[config.mk]
export PLATFORM = sky130hd
export DESIGN_NAME = egress_dest_queue
export DESIGN_NICKNAME = d
export VERILOG_FILES = /design/src/rtl/egress_dest_queue.sv
export SDC_FILE = /design/constraint.sdc
export NUM_CORES = 1
export LEC_CHECK = 0
export ABC_AREA = 1
export CAP_MARGIN = 20
export CORE_MARGIN = 8
export CORE_UTILIZATION = 59
export DETAILED_ROUTE_END_ITERATION = 7
export PLACE_DENSITY = 0.79
export RECOVER_POWER = 100
export SETUP_SLACK_MARGIN = 0.1
export SYNTH_ARGS = -nofsm -noshare
export SYNTH_HDL_FRONTEND = slang
export SYNTH_SLANG_ARGS = --single-unit
[constraint.sdc]
create_clock -name clk -period 7.7 [get_ports clk]
set_input_delay 0.77 -clock clk [delete_from_list [all_inputs] [get_ports clk]]
set_output_delay 0.77 -clock clk [all_outputs]
set_load 0.05 [all_outputs]
[src/rtl/egress_dest_queue.sv]
// Egress queue behind the header sorter: captures header+dest then payload into one in-order FIFO.
// Optional macro EGRESS_ERR_DROP_EN drops error-sink entries and counts them instead of queueing.
module egress_dest_queue #(
    parameter int DEPTH       = 8,
    parameter int LINK_NUMBER = 0
) (
    input  logic                     clk,
    input  logic                     rst,
    input  logic [95:0]              in_header,
    input  logic [2:0]               in_dest,
    input  logic [31:0]              in_payload,
    output logic                     next_ready,
    output logic                     out_valid,
    output logic [95:0]              out_header,
    output logic [31:0]              out_payload,
    output logic [1:0]               out_dest,
    output logic [2:0]               out_link,
    input  logic [3:0]               dest_ready,
    output logic [$clog2(DEPTH):0]   fifo_count,
    output logic                     overrun,
    output logic [7:0]               drop_count
);
    localparam int AW = $clog2(DEPTH);
    localparam int CW = AW + 1;

    typedef enum logic {IDLE, WAIT_PAYLOAD} state_t;

    state_t          state_q, state_d;
    logic [95:0]     hdr_q, hdr_d;
    logic [1:0]      dest_q, dest_d;
    logic [AW-1:0]   wr_ptr_q, rd_ptr_q;
    logic [CW-1:0]   count_q;
    logic            overrun_q;

    logic [95:0]     hdr_mem [DEPTH];
    logic [31:0]     pay_mem [DEPTH];
    logic [1:0]      dst_mem [DEPTH];

    logic            hdr_beat, drop_entry, push, pop;
    logic [1:0]      dest_map;

    assign hdr_beat   = (in_header != '0);
    // Codes 4-7 and 0 all fall into the error sink.
    assign dest_map   = in_dest[2] ? 2'd0 : in_dest[1:0];
    assign next_ready = (state_q == IDLE) && (count_q < CW'(DEPTH));

`ifdef EGRESS_ERR_DROP_EN
    logic [7:0] drop_cnt_q;
    assign drop_entry = (dest_q == 2'd0);
    assign drop_count = drop_cnt_q;

    always_ff @(posedge clk) begin
        if (rst)
            drop_cnt_q <= '0;
        else if (state_q == WAIT_PAYLOAD && drop_entry && drop_cnt_q != 8'hFF)
            drop_cnt_q <= drop_cnt_q + 8'd1;
    end
`else
    assign drop_entry = 1'b0;
    assign drop_count = '0;
`endif

    assign push = (state_q == WAIT_PAYLOAD) && !drop_entry;

    assign out_valid   = (count_q != '0);
    assign out_header  = out_valid ? hdr_mem[rd_ptr_q] : '0;
    assign out_payload = out_valid ? pay_mem[rd_ptr_q] : '0;
    assign out_dest    = out_valid ? dst_mem[rd_ptr_q] : '0;
    assign out_link    = 3'(LINK_NUMBER);
    assign pop         = out_valid && dest_ready[out_dest];

    assign fifo_count = count_q;
    assign overrun    = overrun_q;

    always_comb begin
        state_d = state_q;
        hdr_d   = hdr_q;
        dest_d  = dest_q;
        case (state_q)
            IDLE: begin
                if (hdr_beat && next_ready) begin
                    hdr_d   = in_header;
                    dest_d  = dest_map;
                    state_d = WAIT_PAYLOAD;
                end
            end
            WAIT_PAYLOAD: state_d = IDLE;
            default:      state_d = IDLE;
        endcase
    end

    always_ff @(posedge clk) begin
        if (rst) begin
            state_q   <= IDLE;
            hdr_q     <= '0;
            dest_q    <= '0;
            wr_ptr_q  <= '0;
            rd_ptr_q  <= '0;
            count_q   <= '0;
            overrun_q <= 1'b0;
        end else begin
            state_q <= state_d;
            hdr_q   <= hdr_d;
            dest_q  <= dest_d;
            if (hdr_beat && !next_ready)
                overrun_q <= 1'b1;
            if (push)
                wr_ptr_q <= wr_ptr_q + 1'b1;
            if (pop)
                rd_ptr_q <= rd_ptr_q + 1'b1;
            if (push && !pop)
                count_q <= count_q + 1'b1;
            else if (pop && !push)
                count_q <= count_q - 1'b1;
        end
    end

    // Storage needs no reset: entries are only visible once count covers them.
    always_ff @(posedge clk) begin
        if (push && !rst) begin
            hdr_mem[wr_ptr_q] <= hdr_q;
            pay_mem[wr_ptr_q] <= in_payload;
            dst_mem[wr_ptr_q] <= dest_q;
        end
    end
endmodule

# Yosys cells after proc, flatten, opt, wreduce, memory -nomap -nowiden
# Memories as Yosys holds them, arrays and structs flattened. A register that Yosys moved wholly into a read port is not among the register bits.
# Cells that the tools add are included.
[classes] addsub=4 n_lt_le_gt_ge=2 muxes=18 bitwise_logic=1 reduce_logical=15
[op_table] cell="$mux 96" count=1
[op_table] cell="$reduce_bool 96->1" count=1
[op_table] cell="$mux 32" count=1
[op_table] cell="$mux 3" count=6
[op_table] cell="$mux 4" count=2
[op_table] cell="$logic_and 1x1->1" count=7
[op_table] cell="$add 3x1->3 const B" count=2
[op_table] cell="$add 4x1->4 const B" count=1
[op_table] cell="$logic_not 1->1" count=4
[op_table] cell="$lt 4x4->1 const B" count=1
[op_table] cell="$mux 1" count=4
[op_table] cell="$mux 2" count=2
[op_table] cell="$reduce_bool 4->1" count=1
[op_table] cell="$sub 4x1->4 const B" count=1
[op_table] cell="$lt 2x3->1 const B" count=1
[op_table] cell="$bmux 1 s2" count=1
[op_table] cell="$pmux 1 s2" count=1
[op_table] cell="$reduce_and 2->1" count=1
[op_table] cell="$reduce_bool 2->1" count=1
[op_table] cell="$not 1->1" count=1
[totals] ff_bits=110 ram_bits=1040 inputBits=137 out_inout_bits=148 elab_cells=50 mem_count=3
[memory_table] memory="hdr_mem" words=8 width=96 read_ports=1 rd_ports_with_merged_regs=1 wr=1 line_no="35" rtl="logic [95:0] hdr_mem [DEPTH];"
[memory_table] memory="pay_mem" words=8 width=32 read_ports=1 rd_ports_with_merged_regs=1 wr=1 line_no="36" rtl="logic [31:0] pay_mem [DEPTH];"
[memory_table] memory="dst_mem" words=8 width=2 read_ports=1 rd_ports_with_merged_regs=1 wr=1 line_no="37" rtl="logic [1:0] dst_mem [DEPTH];"

# Longest topological paths before layout
[logic_depth] ltp_word=8 depth_mapped=21 mapped_depth_nobuf=20

# Worst setup path before layout
# OpenSTA, ideal clock, no wires.
[synth_timing] kind="input port to flip-flop" start="in rst" end="mem dst_mem[0][0] (enable)" setup_ps=621 t_arrival_ps=6419 required_ps=7079 setup_slack_ps=660 stages=3 n_path_buf=0 path_cell_list="nor2_1 -> nand2_1 -> nor2_1"
[synth_between] elab_chain_cells=4
[synth_lines] element="start, declared" line_no="8" rtl="input logic rst,"
[synth_lines] element="$logic_not 1->1" line_no="120" rtl="if (push && !rst) begin"
[synth_lines] element="$logic_and 1x1->1" line_no="120"
[synth_lines] element="$mux 1" line_no="120"
[synth_lines] element="$mux 1 (not written as such)" line_no="123" rtl="dst_mem[wr_ptr_q] <= dest_q;"
[synth_lines] element="end, declared" line_no="37"
# Every way passes these cells.

# Worst setup path in the final report
[layout_timing] start="in rst" end="mem pay_mem[2][2] (enable)"
[layout_between] elab_chain_cells=4
[layout_lines] element="$logic_not 1->1" line_no="120"
[layout_lines] element="$logic_and 1x1->1" line_no="120"
[layout_lines] element="$mux 1" line_no="120"
[layout_lines] element="$mux 1 (not written as such)" line_no="122" rtl="pay_mem[wr_ptr_q] <= in_payload;"
[layout_lines] element="end, declared" line_no="36"
# Every way passes these cells.

==> results.yml <==
sta:
  tns_ns: 0
  hold_violations: 0
  final_max_slew_viol_count: 1275
  fin_skew_ns: 0.02206
  tightest_slew_ns: 4.669
  fmax_ghz: 0.1556
  min_period_ns: 6.428
  relSlewSlack: -2.113
  rsz0062_at_grt: "false"
  setup_viol: 0
  period_share: 0.8348
  hold_ws_ns: 0.4756
  fin_ws_ns: 1.272
power:
  total_power_mw: 19.69
  worst_ir_drop_vdd_mv: 0.3713
  leakagePower_nw: 17.95
  p_per_area_nw_per_um2: 376.7
drt:
  via_count: 30394
  firstDrtPassIters: 5
  routedWlPerCell_um: 22.17
  drc: 0
  vias_per_cell: 6.076
  drtAntennaViolNets: 0
  routed_wl_um: 110900
  drt_iter0_markers: 3255
clock_network:
  clk_path_buf_depth: 3
  clock_latency_ns: 0.66
  clkSinkCount: 1153
  cts_tree: "built"
  path_clk_slew_ns: 0.06
  htree_levels: 3
  cts.root.buffer_cell: "clkbuf_16"
  post_cts_buffers: 0
  hold_buffers: 0
  post_cts_resized: 0
  cts_buffers: 110
grt:
  overflow: 0
  grt_pass1_wl_um: 168300
  grt_pass1_vias: 29337
  gr-usage-all-layers: 0.2494
  grt_max_degree: 274
  antenna_found_initial: 7
placement:
  dpl.hpwl_um: 53840
  post-place-cells: 4793
  portBuffers: 273
  place.gp.congestion: 0.7878
  placed_area_um2: 48720
  pre_cts_ws_ns: 3.059
cells_and_area:
  post-route-util: 0.6869
  fin_area_um2: 52260
  syn2layout_area_growth_pct: 14.97
  n_fill_cell: 5131
  layout.nets: 4018
  final_cells: 5002
  drive_gt1_frac: 0.04913
yosys:
  syn_inst: 3730
  ys_types: 30
  syn_area_um2: 45450
  synth_edf_count: 1040
  synth_top_area_share: 0.6871
  seq_area_frac_synth: 0.7368
  ys_warn_count: 0
  synth_top_family_by_area: "compound AO/OA/AOI/OAI gates"
  synth_largest_area_cell: "edfxtp_1"
  yosysMostFrequentCell: "edfxtp_1"
  synth_compound_area_frac: 0.1180
  synth_common_cells: "1040 x edfxtp_1, 905 x nor2_1, 610 x o21ai_0, 138 x nand2_1, 136 x clkbuf_1"
  syn_avg_cell_area_um2: 12.19
  synthTopCellsByArea: "edfxtp_1 69%, nor2_1 7.5%, o21ai_0 6.7%"
  synth-async-reset-ratio: 0
  muxShareOfSynthArea: 0
  synth-xor-area-share: 0.0001927
  synth_simple_gate_area_frac: 0.1074
  synth_flop_cell: "edfxtp_1"
  synthAdderAreaFrac: 0.001817
  ys_ff_latch: 1153
worst_setup_path:
  cp.buffers_inverters: 2
  worstSetupPathType: "in2reg"
  crit_required_ns: 7.86
  crit_end: "pay_mem[2][2]"
  cp-start-kind: "primary input"
  crit_chain: "dlygate4sd3_1 > nor2_1 > nand2_1 > nor2_1 > dlymetal6s2s_1"
  path_delay_family: "buffers and inverters"
  path_common_cell: "nor2_1"
  crit_slowest_cell: "dlymetal6s2s_1"
  max_stage_delay_ns: 3.14
  path_max_fanout: 66
  worstSetupStartpoint: "rst"
  cp-end-kind: "register"
  worstRegToRegCells: 5
  cp.depth: 5
  cp.arrival_ns: 6.58
  timing.rr.end: "pay_mem[2][2]"
  regToRegSetupSlack_ns: 1.55
  timing.rr.start: "push"
status:
  violations: "capacitance limit, slew limit"
  status: "finished with violations"
die:
  die_y_um: 293.6
  die_area_um2: 86180
  fp-row-count: 101
  die_w_um: 293.6
  design.core.area_um2: 76080
  ioPinCount: 285
  initial_core_util: 0.5975
flow_run:
  cap_violations: 20
min_path:
  hold_path_class: "reg2reg"
==> sequential cells by signal, indices dropped and copies added (netlist names), named ones only <==
signal	count
dest_q	2
dst_mem	16
fifo_count	4
hdr_mem	768
hdr_q	96
overrun	1
pay_mem	256
push	1
rd_ptr_q	3
wr_ptr_q	3
==> cell type report <==
type	instances	area, um^2	share of cell area
flip-flops and latches	1153	33500	0.6410
multi-input cells	2224	10410	0.1993
repair buffers	302	3030	0.05799
clock buffers	154	3018	0.05775
well taps	1030	1289	0.02466
clock inverters	52	656.9	0.01257
inverters	84	344.1	0.006584
diodes	3	7.507	0.0001437
==> where the power goes <==
part | total, mW | internal, mW | leakage [nW] | switching (mW)
registers | 7.85 | 7.43 | 10.4 | 0.420
clock network | 5.42 | 3.18 | 1.78 | 2.25
logic | 6.41 | 1.77 | 5.75 | 4.64
==> tightest hold or removal path: cells and delay by family (launching register included) <==
family,cells,cell delay (ns)
buffers and inverters,1,0.05
DFF,1,0.31
AOI/OAI and AO/OA,1,0.06
==> routing by layer <==
layer	up-vias	track usage	share of wire
met5	-	0	0.00012
li1	13784	-	-
met1	14789	0.3466	0.40
met3	227	0.04294	0.097
met2	1592	0.3978	0.47
met4	2	0.09141	0.030
==> cells by family after synthesis <==
group | count (synthesis)
other cells | 1
simple gates | 1199
buf+inv | 363
xor+xnor | 1
flops | 1153
fa+ha+maj | 6
compound gates | 1007
==> how the worst min path moves through the flow <==
stage | start | end | slack [ns] | cells after the start
finish | overrun | overrun | 0.48 | 2
global route | overrun | overrun | 0.48 | 2
CTS | overrun | overrun | 0.48 | 2
detailed placement | overrun | overrun | 0.47 | 2
global placement | overrun | overrun | 0.44 | 2
floorplan | wr_ptr_q[0] | wr_ptr_q[0] | 0.48 | 2
==> cell usage in the layout, fill, tap and decap left out, types with 2 or more instances in the layout <==
| cell type | Yosys | final |
|---|---|---|
| edfxtp_1 | 1040 | 1040 |
| nand3_2 | 5 | 4 |
| inv_8 | 0 | 2 |
| bufinv_16 | 0 | 13 |
| o22ai_1 | 128 | 128 |
| clkinv_16 | 0 | 2 |
| nor2_1 | 905 | 901 |
| nand2_1 | 138 | 138 |
| clkbuf_2 | 0 | 6 |
| clkbuf_1 | 136 | 40 |
| clkbuf_16 | 0 | 110 |
| clkinv_2 | 0 | 14 |
| clkdlybuf4s50_1 | 0 | 110 |
| ha_1 | 5 | 5 |
| nor4_1 | 12 | 12 |
| dfxtp_4 | 0 | 2 |
| clkinvlp_4 | 0 | 3 |
| dfxtp_1 | 113 | 111 |
| nor2_4 | 0 | 4 |
| conb_1 | 1 | 11 |
| buf_12 | 0 | 9 |
| nand3b_1 | 49 | 49 |
| diode_2 | 0 | 3 |
| o21ai_0 | 610 | 610 |
| nand3_1 | 72 | 72 |
| clkbuf_8 | 0 | 10 |
| a31oi_1 | 128 | 128 |
| inv_1 | 80 | 79 |
| buf_4 | 14 | 7 |
| dlygate4sd3_1 | 0 | 163 |
| clkinv_1 | 0 | 16 |
| nand4_1 | 15 | 15 |
| o21ai_1 | 39 | 39 |
| a21oi_1 | 101 | 101 |
No activity file was read; power rests on OpenSTA's default activity.
